`src/rtl/dbus_pkg.sv`:
```
// Shared definitions for the data-bus copy master: FSM state encoding,
// bus access-size codes and a small address helper.
package dbus_pkg;

   // Copy engine states, in the order a normal word transfer visits them
   typedef enum logic [2:0] {
      IDLE    = 3'd0,
      RD_CMD  = 3'd1,
      RD_WAIT = 3'd2,
      WR_CMD  = 3'd3,
      DONE    = 3'd4
   } copy_state_t;

   // Access size codes carried on dBus_cmd_payload_size
   localparam logic [1:0] DBUS_SIZE_BYTE = 2'd0;
   localparam logic [1:0] DBUS_SIZE_HALF = 2'd1;
   localparam logic [1:0] DBUS_SIZE_WORD = 2'd2;

   // Byte distance between consecutive words
   localparam logic [31:0] WORD_STEP = 32'd4;

   // Drop the byte-offset bits so every access is word aligned
   function automatic logic [31:0] word_align(input logic [31:0] addr);
      return addr & 32'hFFFF_FFFC;
   endfunction

endpackage

```
`src/rtl/dbus_copy_master_if.sv`:
```
// Data-bus command/response channel. The copy master drives commands and
// consumes read responses; the responder owns ready and the response fields.
interface dbus_copy_master_if;

   logic        dBus_cmd_valid;
   logic        dBus_cmd_ready;
   logic        dBus_cmd_payload_wr;
   logic [31:0] dBus_cmd_payload_address;
   logic [31:0] dBus_cmd_payload_data;
   logic [1:0]  dBus_cmd_payload_size;
   logic        dBus_rsp_ready;
   logic        dBus_rsp_error;
   logic [31:0] dBus_rsp_data;

   modport master (
      output dBus_cmd_valid,
      input  dBus_cmd_ready,
      output dBus_cmd_payload_wr,
      output dBus_cmd_payload_address,
      output dBus_cmd_payload_data,
      output dBus_cmd_payload_size,
      input  dBus_rsp_ready,
      input  dBus_rsp_error,
      input  dBus_rsp_data
   );

   modport slave (
      input  dBus_cmd_valid,
      output dBus_cmd_ready,
      input  dBus_cmd_payload_wr,
      input  dBus_cmd_payload_address,
      input  dBus_cmd_payload_data,
      input  dBus_cmd_payload_size,
      output dBus_rsp_ready,
      output dBus_rsp_error,
      output dBus_rsp_data
   );

endinterface

```
`src/rtl/dbus_copy_master.sv`:
```
// Word-by-word memory copy engine on the data bus. Each word is read from
// the source, held, then written to the destination; only one read is ever
// outstanding. Command outputs are decoded from the state so they vanish the
// moment reset is applied and stay stable while a command waits for ready.
module dbus_copy_master
   import dbus_pkg::*;
#(
   parameter int CNT_W = 16
) (
   input  logic               clk,
   input  logic               reset,
   input  logic               start,
   input  logic [31:0]        src_addr,
   input  logic [31:0]        dst_addr,
   input  logic [CNT_W-1:0]   word_count,
   output logic               busy,
   output logic               done,
   output logic               error,
   dbus_copy_master_if.master dbus
);

   localparam logic [CNT_W-1:0] CNT_ZERO = '0;
   localparam logic [CNT_W-1:0] CNT_ONE  = CNT_ZERO + 1'b1;

   copy_state_t      state;
   copy_state_t      state_next;
   logic [31:0]      src_q;
   logic [31:0]      dst_q;
   logic [31:0]      word_q;
   logic [CNT_W-1:0] remaining_q;

   logic             cmd_valid;
   logic             cmd_wr;
   logic [31:0]      cmd_address;
   logic [31:0]      cmd_data;
   logic [1:0]       cmd_size;

   // State register; reset parks the engine in IDLE immediately
   always_ff @(posedge clk or posedge reset) begin
      if (reset) begin
         state <= IDLE;
      end else begin
         state <= state_next;
      end
   end

   // Next-state and bus/status decode; address and data only leave zero in the command states
   always_comb begin
      state_next  = state;
      busy        = 1'b0;
      done        = 1'b0;
      cmd_valid   = 1'b0;
      cmd_wr      = 1'b0;
      cmd_address = 32'd0;
      cmd_data    = 32'd0;
      cmd_size    = DBUS_SIZE_WORD;
      case (state)
         IDLE: begin
            if (start) begin
               state_next = (word_count == CNT_ZERO) ? DONE : RD_CMD;
            end
         end
         RD_CMD: begin
            busy        = 1'b1;
            cmd_valid   = 1'b1;
            cmd_address = src_q;
            if (dbus.dBus_cmd_ready) begin
               state_next = RD_WAIT;
            end
         end
         RD_WAIT: begin
            busy = 1'b1;
            if (dbus.dBus_rsp_ready) begin
               state_next = dbus.dBus_rsp_error ? DONE : WR_CMD;
            end
         end
         WR_CMD: begin
            busy        = 1'b1;
            cmd_valid   = 1'b1;
            cmd_wr      = 1'b1;
            cmd_address = dst_q;
            cmd_data    = word_q;
            if (dbus.dBus_cmd_ready) begin
               state_next = (remaining_q == CNT_ONE) ? DONE : RD_CMD;
            end
         end
         DONE: begin
            done       = 1'b1;
            state_next = IDLE;
         end
         default: begin
            state_next = IDLE;
         end
      endcase
   end

   // Copy datapath: capture the job on start, hold the read word, advance pointers after each write
   always_ff @(posedge clk or posedge reset) begin
      if (reset) begin
         src_q       <= 32'd0;
         dst_q       <= 32'd0;
         word_q      <= 32'd0;
         remaining_q <= CNT_ZERO;
         error       <= 1'b0;
      end else begin
         case (state)
            IDLE: begin
               if (start) begin
                  src_q       <= word_align(src_addr);
                  dst_q       <= word_align(dst_addr);
                  remaining_q <= word_count;
                  error       <= 1'b0;
               end
            end
            RD_WAIT: begin
               if (dbus.dBus_rsp_ready) begin
                  if (dbus.dBus_rsp_error) begin
                     error <= 1'b1;
                  end else begin
                     word_q <= dbus.dBus_rsp_data;
                  end
               end
            end
            WR_CMD: begin
               if (dbus.dBus_cmd_ready) begin
                  remaining_q <= remaining_q - CNT_ONE;
                  src_q       <= src_q + WORD_STEP;
                  dst_q       <= dst_q + WORD_STEP;
               end
            end
            default: begin
            end
         endcase
      end
   end

   assign dbus.dBus_cmd_valid           = cmd_valid;
   assign dbus.dBus_cmd_payload_wr      = cmd_wr;
   assign dbus.dBus_cmd_payload_address = cmd_address;
   assign dbus.dBus_cmd_payload_data    = cmd_data;
   assign dbus.dBus_cmd_payload_size    = cmd_size;

endmodule

```
`src/flat_wrapper.sv`:
```
// flat-port wrapper written by rule: the top's interface ports become plain ports
module dbus_copy_master_flat import dbus_pkg::*;
#(
   parameter int CNT_W = 16
)
  (clk, reset, start, src_addr, dst_addr, word_count, busy, done, error, dbus_dBus_cmd_valid, dbus_dBus_cmd_ready, dbus_dBus_cmd_payload_wr, dbus_dBus_cmd_payload_address, dbus_dBus_cmd_payload_data, dbus_dBus_cmd_payload_size, dbus_dBus_rsp_ready, dbus_dBus_rsp_error, dbus_dBus_rsp_data);
  dbus_copy_master_if dbus_i ();
  input  logic clk;
  input  logic reset;
  input  logic start;
  input  logic [31:0] src_addr;
  input  logic [31:0] dst_addr;
  input  logic [CNT_W-1:0] word_count;
  output logic busy;
  output logic done;
  output logic error;
  output wire logic [$bits(dbus_i.dBus_cmd_valid)-1:0] dbus_dBus_cmd_valid;
  input wire logic [$bits(dbus_i.dBus_cmd_ready)-1:0] dbus_dBus_cmd_ready;
  output wire logic [$bits(dbus_i.dBus_cmd_payload_wr)-1:0] dbus_dBus_cmd_payload_wr;
  output wire logic [$bits(dbus_i.dBus_cmd_payload_address)-1:0] dbus_dBus_cmd_payload_address;
  output wire logic [$bits(dbus_i.dBus_cmd_payload_data)-1:0] dbus_dBus_cmd_payload_data;
  output wire logic [$bits(dbus_i.dBus_cmd_payload_size)-1:0] dbus_dBus_cmd_payload_size;
  input wire logic [$bits(dbus_i.dBus_rsp_ready)-1:0] dbus_dBus_rsp_ready;
  input wire logic [$bits(dbus_i.dBus_rsp_error)-1:0] dbus_dBus_rsp_error;
  input wire logic [$bits(dbus_i.dBus_rsp_data)-1:0] dbus_dBus_rsp_data;
  assign dbus_dBus_cmd_valid = dbus_i.dBus_cmd_valid;
  assign dbus_i.dBus_cmd_ready = dbus_dBus_cmd_ready;
  assign dbus_dBus_cmd_payload_wr = dbus_i.dBus_cmd_payload_wr;
  assign dbus_dBus_cmd_payload_address = dbus_i.dBus_cmd_payload_address;
  assign dbus_dBus_cmd_payload_data = dbus_i.dBus_cmd_payload_data;
  assign dbus_dBus_cmd_payload_size = dbus_i.dBus_cmd_payload_size;
  assign dbus_i.dBus_rsp_ready = dbus_dBus_rsp_ready;
  assign dbus_i.dBus_rsp_error = dbus_dBus_rsp_error;
  assign dbus_i.dBus_rsp_data = dbus_dBus_rsp_data;
  dbus_copy_master #(.CNT_W(CNT_W)) u_core (.clk(clk), .reset(reset), .start(start), .src_addr(src_addr), .dst_addr(dst_addr), .word_count(word_count), .busy(busy), .done(done), .error(error), .dbus(dbus_i));
endmodule
```
`config.mk`:
```
export PLATFORM = sky130hd
export DESIGN_NAME = dbus_copy_master_flat
export DESIGN_NICKNAME = d
export VERILOG_FILES = /design/src/rtl/dbus_pkg.sv /design/src/rtl/dbus_copy_master_if.sv /design/src/rtl/dbus_copy_master.sv /design/src/flat_wrapper.sv
export SDC_FILE = /design/constraint.sdc
export NUM_CORES = 1
export LEC_CHECK = 0
export CAP_MARGIN = 20
export CORE_ASPECT_RATIO = 1.2
export CORE_UTILIZATION = 38
export DETAILED_ROUTE_END_ITERATION = 8
export PLACE_DENSITY = 0.68
export SYNTH_ARGS = -nofsm -noshare
export SYNTH_HDL_FRONTEND = slang
export SYNTH_SLANG_ARGS = --single-unit
```
`constraint.sdc`:
```
create_clock -name clk -period 6.4 [get_ports clk]
set_clock_uncertainty 0.15 [all_clocks]
set_input_delay 1.92 -clock clk [delete_from_list [all_inputs] [get_ports clk]]
set_output_delay 1.92 -clock clk [all_outputs]
set_load 0.01 [all_outputs]
```
==> results summary <==
The routed via count came out at 6,740. The number of enable flip-flop cells after synthesis is 0. The number of antenna violations at the first check in global routing is 0. The number of hold violations in the final report came to 0. The placer congestion estimate came out at around 0.87. For this run, design rule violations remaining after detail routing come to 12. The total CTS buffers came out at 9. The measured slew at the worst slew-check pin came out at between 1 and 1.5 ns. The share of the Yosys chip area taken by registers is 0.407. The largest area contributor in the synthesized netlist is sky130_fd_sc_hd__dfrtp_1.

The worst slack on hold paths is about 0.36 ns. The count of non-filler cells in the finished layout came out at around 1.2k. Clock tree synthesis selected as its root buffer the cell sky130_fd_sc_hd__clkbuf_16. The endpoint identified for the worst register-to-register timing path is u_core.dst_q[11]$_DFFE_PP0P_. Counting instances, the worst hold path has a depth of 1. The top cell type's share of synthesized area came out at 0.407.

Entering global routing, the biggest net connects 89 pins. After floorplanning, the core was sized to cover approximately 18,000 um^2. After detailed routing, the total wire length is roughly 21 mm. The tightest slew margin relative to the limit came out at 0.271.

The synthesized instance count is 801. sky130_fd_sc_hd__dfrtp_1 is the most common cell in the netlist. The level count of the clock H-tree is 3. The floorplan step defined a die boundary enclosing between 15,000 and 20,000 um^2. The count of state elements after synthesis is about 110.

The final count of pins violating max slew came to 0. The number of detailed-route iterations in the first pass is 7. The number of clock sinks came out at roughly 110.

For this run, the leading register cell type out of synthesis is sky130_fd_sc_hd__dfrtp_1. The total global routing track utilization is 0.232. After detailed routing, the average wire length per cell comes to between 15 and 20 um. The cell count after placement is between 1k and 1.5k. The flow ran to the end, but the final reports show violations. The final critical delay including setup and external delays is 5.27 ns. The path class of the tightest hold or removal check is reg2reg. The number of nets in the final layout is approximately 1.1k.

The share of the clock period used by the worst path is 0.823. between 150 and 200 I/O pins were placed. For this run, asynchronously set or reset flops after synthesis account for 1.00. Setup repair after global routing left no endpoint under its margin.

The total setup buffers inserted after CTS came out at 0. The power per unit of standard cell area came out at between 400 and 500 nW/um^2. The commonest cells after synthesis are sky130_fd_sc_hd__dfrtp_1, sky130_fd_sc_hd__nor2_1, sky130_fd_sc_hd__a21oi_1.

The maximum fanout encountered on the critical timing path came out at slightly below 90. The count of hold buffers inserted by post-cts repair came out at 0. After routing, the total negative slack on setup checks comes to 0 ns.

The number of buffers on the longest clock path is 2. After synthesis, the netlist uses 60 different library cells. TritonCTS built the clock tree. The startpoint identified for the worst hold timing path is u_core.word_q[1]$_DFFE_PP0P_. After clock tree synthesis, the clock-pin slew on the worst setup and hold paths is approximately 0.080 ns.

The data arrival at the endpoint of the critical path came out at between 3 and 4 ns. The die is about 120 um wide. The area of the mapped netlist came out at between 6000 and 7000 um^2. The initialized floorplan defines 53 standard-cell rows. The pre-CTS setup slack is approximately 1.5 ns.

The count of cells along the worst register-to-register path is 6. A synthesized cell averages 8.60 um^2. The leakage component of the power is approximately 0.0035 uW. The tool flagged a number of max-cap violations equal to 0. The peak clock frequency supported by timing came out at around 190 MHz. The data required time at the worst endpoint is between 4 and 5 ns.

The via-per-instance ratio is 5.77. The remaining antenna violation count after routing is 0. The launch instance of the worst register-to-register path is u_core.state[1]$_DFFE_PP0P_. By area the synthesized netlist is led by sky130_fd_sc_hd__dfrtp_1, sky130_fd_sc_hd__a21oi_1, sky130_fd_sc_hd__mux2_2. The worst hold path terminates at u_core.word_q[1]$_DFFE_PP0P_.

The checks that failed: DRC. The number of global-route vias before repair is 6,353. The die extent in y came out at 149 um. The starting density of the core came out at 0.390. The worst setup margin came out at about 1.1 ns. The number of I/O port buffers is 180. The setup path with the least slack is of type reg2out.

The number of warnings reported in the yosys synthesis log came out at 0. The number of inserted diodes came out at 0. The first global-routing pass estimated roughly 34 mm of wire. The HPWL after detailed placement came out at approximately 15 mm. For flop-to-flop paths, the worst setup slack is 2.87 ns. The final count of negative-setup-slack endpoints came out at 0. The number of gates given a new drive strength after cts came out at 0. The worst setup path is captured at an output port. Relative to the synthesized area, the layout overhead comes to 32.1%. The post-route total power came out at between 4000 and 5000 uW. The startpoint type of the worst setup path is a register. The violation count after the first detailed-routing iteration is approximately 550. After global routing the overflow that remains totals 0. The clock latency of the later-clocked register in the worst-skew pair is between 0.3 and 0.4 ns.

The ratio of cells with drive above 1 in the final layout came out at 0.0770. VDD sags by at most between 0.2 and 0.25 mV.
-- through the flow --
step	cell area (um^2)	utilization
finish	9100	0.516
global route	9100	0.516
CTS	9100	0.516
detailed placement	8790	0.498
global placement	8790	0.498
floorplan	6890	-
-- worst max-delay path by stage --
stage,from,to,slack (ns),depth (start not counted)
2_1_floorplan,reset,u_core.dst_q[10]$_DFFE_PP0P_,1.37,1
3_5_place_dp,u_core.state[1]$_DFFE_PP0P_,dbus_dBus_cmd_payload_data[17],1.51,4
5_1_grt,u_core.state[1]$_DFFE_PP0P_,dbus_dBus_cmd_payload_data[6],0.91,4
4_1_cts,u_core.state[1]$_DFFE_PP0P_,dbus_dBus_cmd_payload_data[17],1.09,4
6_report,u_core.state[1]$_DFFE_PP0P_,dbus_dBus_cmd_payload_data[21],1.13,4
3_3_place_gp,u_core.state[1]$_DFFE_PP0P_,dbus_dBus_cmd_payload_data[6],1.52,4
-- state kept, by name, summed over array words and instances, names as in the netlist --
register / flops
u_core.dst_q: 30
u_core.state: 3
u_core.error: 1
u_core.remaining_q: 16
u_core.word_q: 32
u_core.src_q: 30
-- final cells by class --
class	instances	area, um^2
sequential	112	2800
clock buffer	9	225
clock inverter	7	81.3
tap	220	275
multi-input combinational	620	3790
inverter	10	42.5
timing repair buffer	190	1880
fill	1677	8540
-- power by group --
group	internal (uW)	switching, uW
clock	309	298
sequential	1060	460
combinational	994	1050
total	2360	1810
-- cell usage in the layout (no fill, tap or decap), types with 9 or more instances in the layout --
| cell type | netlist | final |
|---|---|---|
| sky130_fd_sc_hd__clkdlybuf4s50_1 | 0 | 180 |
| sky130_fd_sc_hd__dfrtp_1 | 112 | 111 |
| sky130_fd_sc_hd__nor2_1 | 87 | 87 |
| sky130_fd_sc_hd__a21oi_1 | 75 | 75 |
| sky130_fd_sc_hd__nand2_1 | 62 | 62 |
| sky130_fd_sc_hd__o21ai_0 | 48 | 48 |
| sky130_fd_sc_hd__nand3_1 | 43 | 43 |
| sky130_fd_sc_hd__and2_1 | 38 | 38 |
| sky130_fd_sc_hd__mux2_2 | 32 | 32 |
| sky130_fd_sc_hd__mux2i_1 | 32 | 32 |
| sky130_fd_sc_hd__o22ai_1 | 21 | 21 |
| sky130_fd_sc_hd__nor4_1 | 20 | 19 |
| sky130_fd_sc_hd__nand4_1 | 18 | 18 |
| sky130_fd_sc_hd__nor3_1 | 17 | 17 |
| sky130_fd_sc_hd__a2bb2oi_1 | 16 | 16 |
| sky130_fd_sc_hd__or3_1 | 15 | 15 |
| sky130_fd_sc_hd__buf_4 | 6 | 10 |
| sky130_fd_sc_hd__clkbuf_16 | 0 | 9 |
-- cells by family (layout without fill, tap and decap cells) --
kind of cell,after synthesis,in the layout,share of synthesized area
mux,64,64,0.0988
buf+inv,71,216,0.0461
fa+ha+maj,4,4,0.00727
simple gates,328,328,0.240
other cells,2,4,0.00109
xor+xnor,1,1,0.00127
flops,112,112,0.407
compound gates,219,219,0.199
-- metal layers --
| metal | global-route usage | up-vias | share of wire |
|---|---|---|---|
| met5 | 0 | - | 0 |
| met4 | 0.0902 | 0 | 0.022 |
| met3 | 0.0526 | 31 | 0.070 |
| met2 | 0.384 | 235 | 0.48 |
| met1 | 0.296 | 3244 | 0.42 |
| li1 | - | 3230 | - |
-- worst max-delay path, cell delays in order (launching register included) --
cell and delay (ns):
sky130_fd_sc_hd__dfrtp_2 1.08, sky130_fd_sc_hd__nand3b_1 0.28, sky130_fd_sc_hd__inv_4 0.67, sky130_fd_sc_hd__and2_1 0.24
sky130_fd_sc_hd__clkdlybuf4s50_1 0.55
Power figures use the tool's default switching activity.
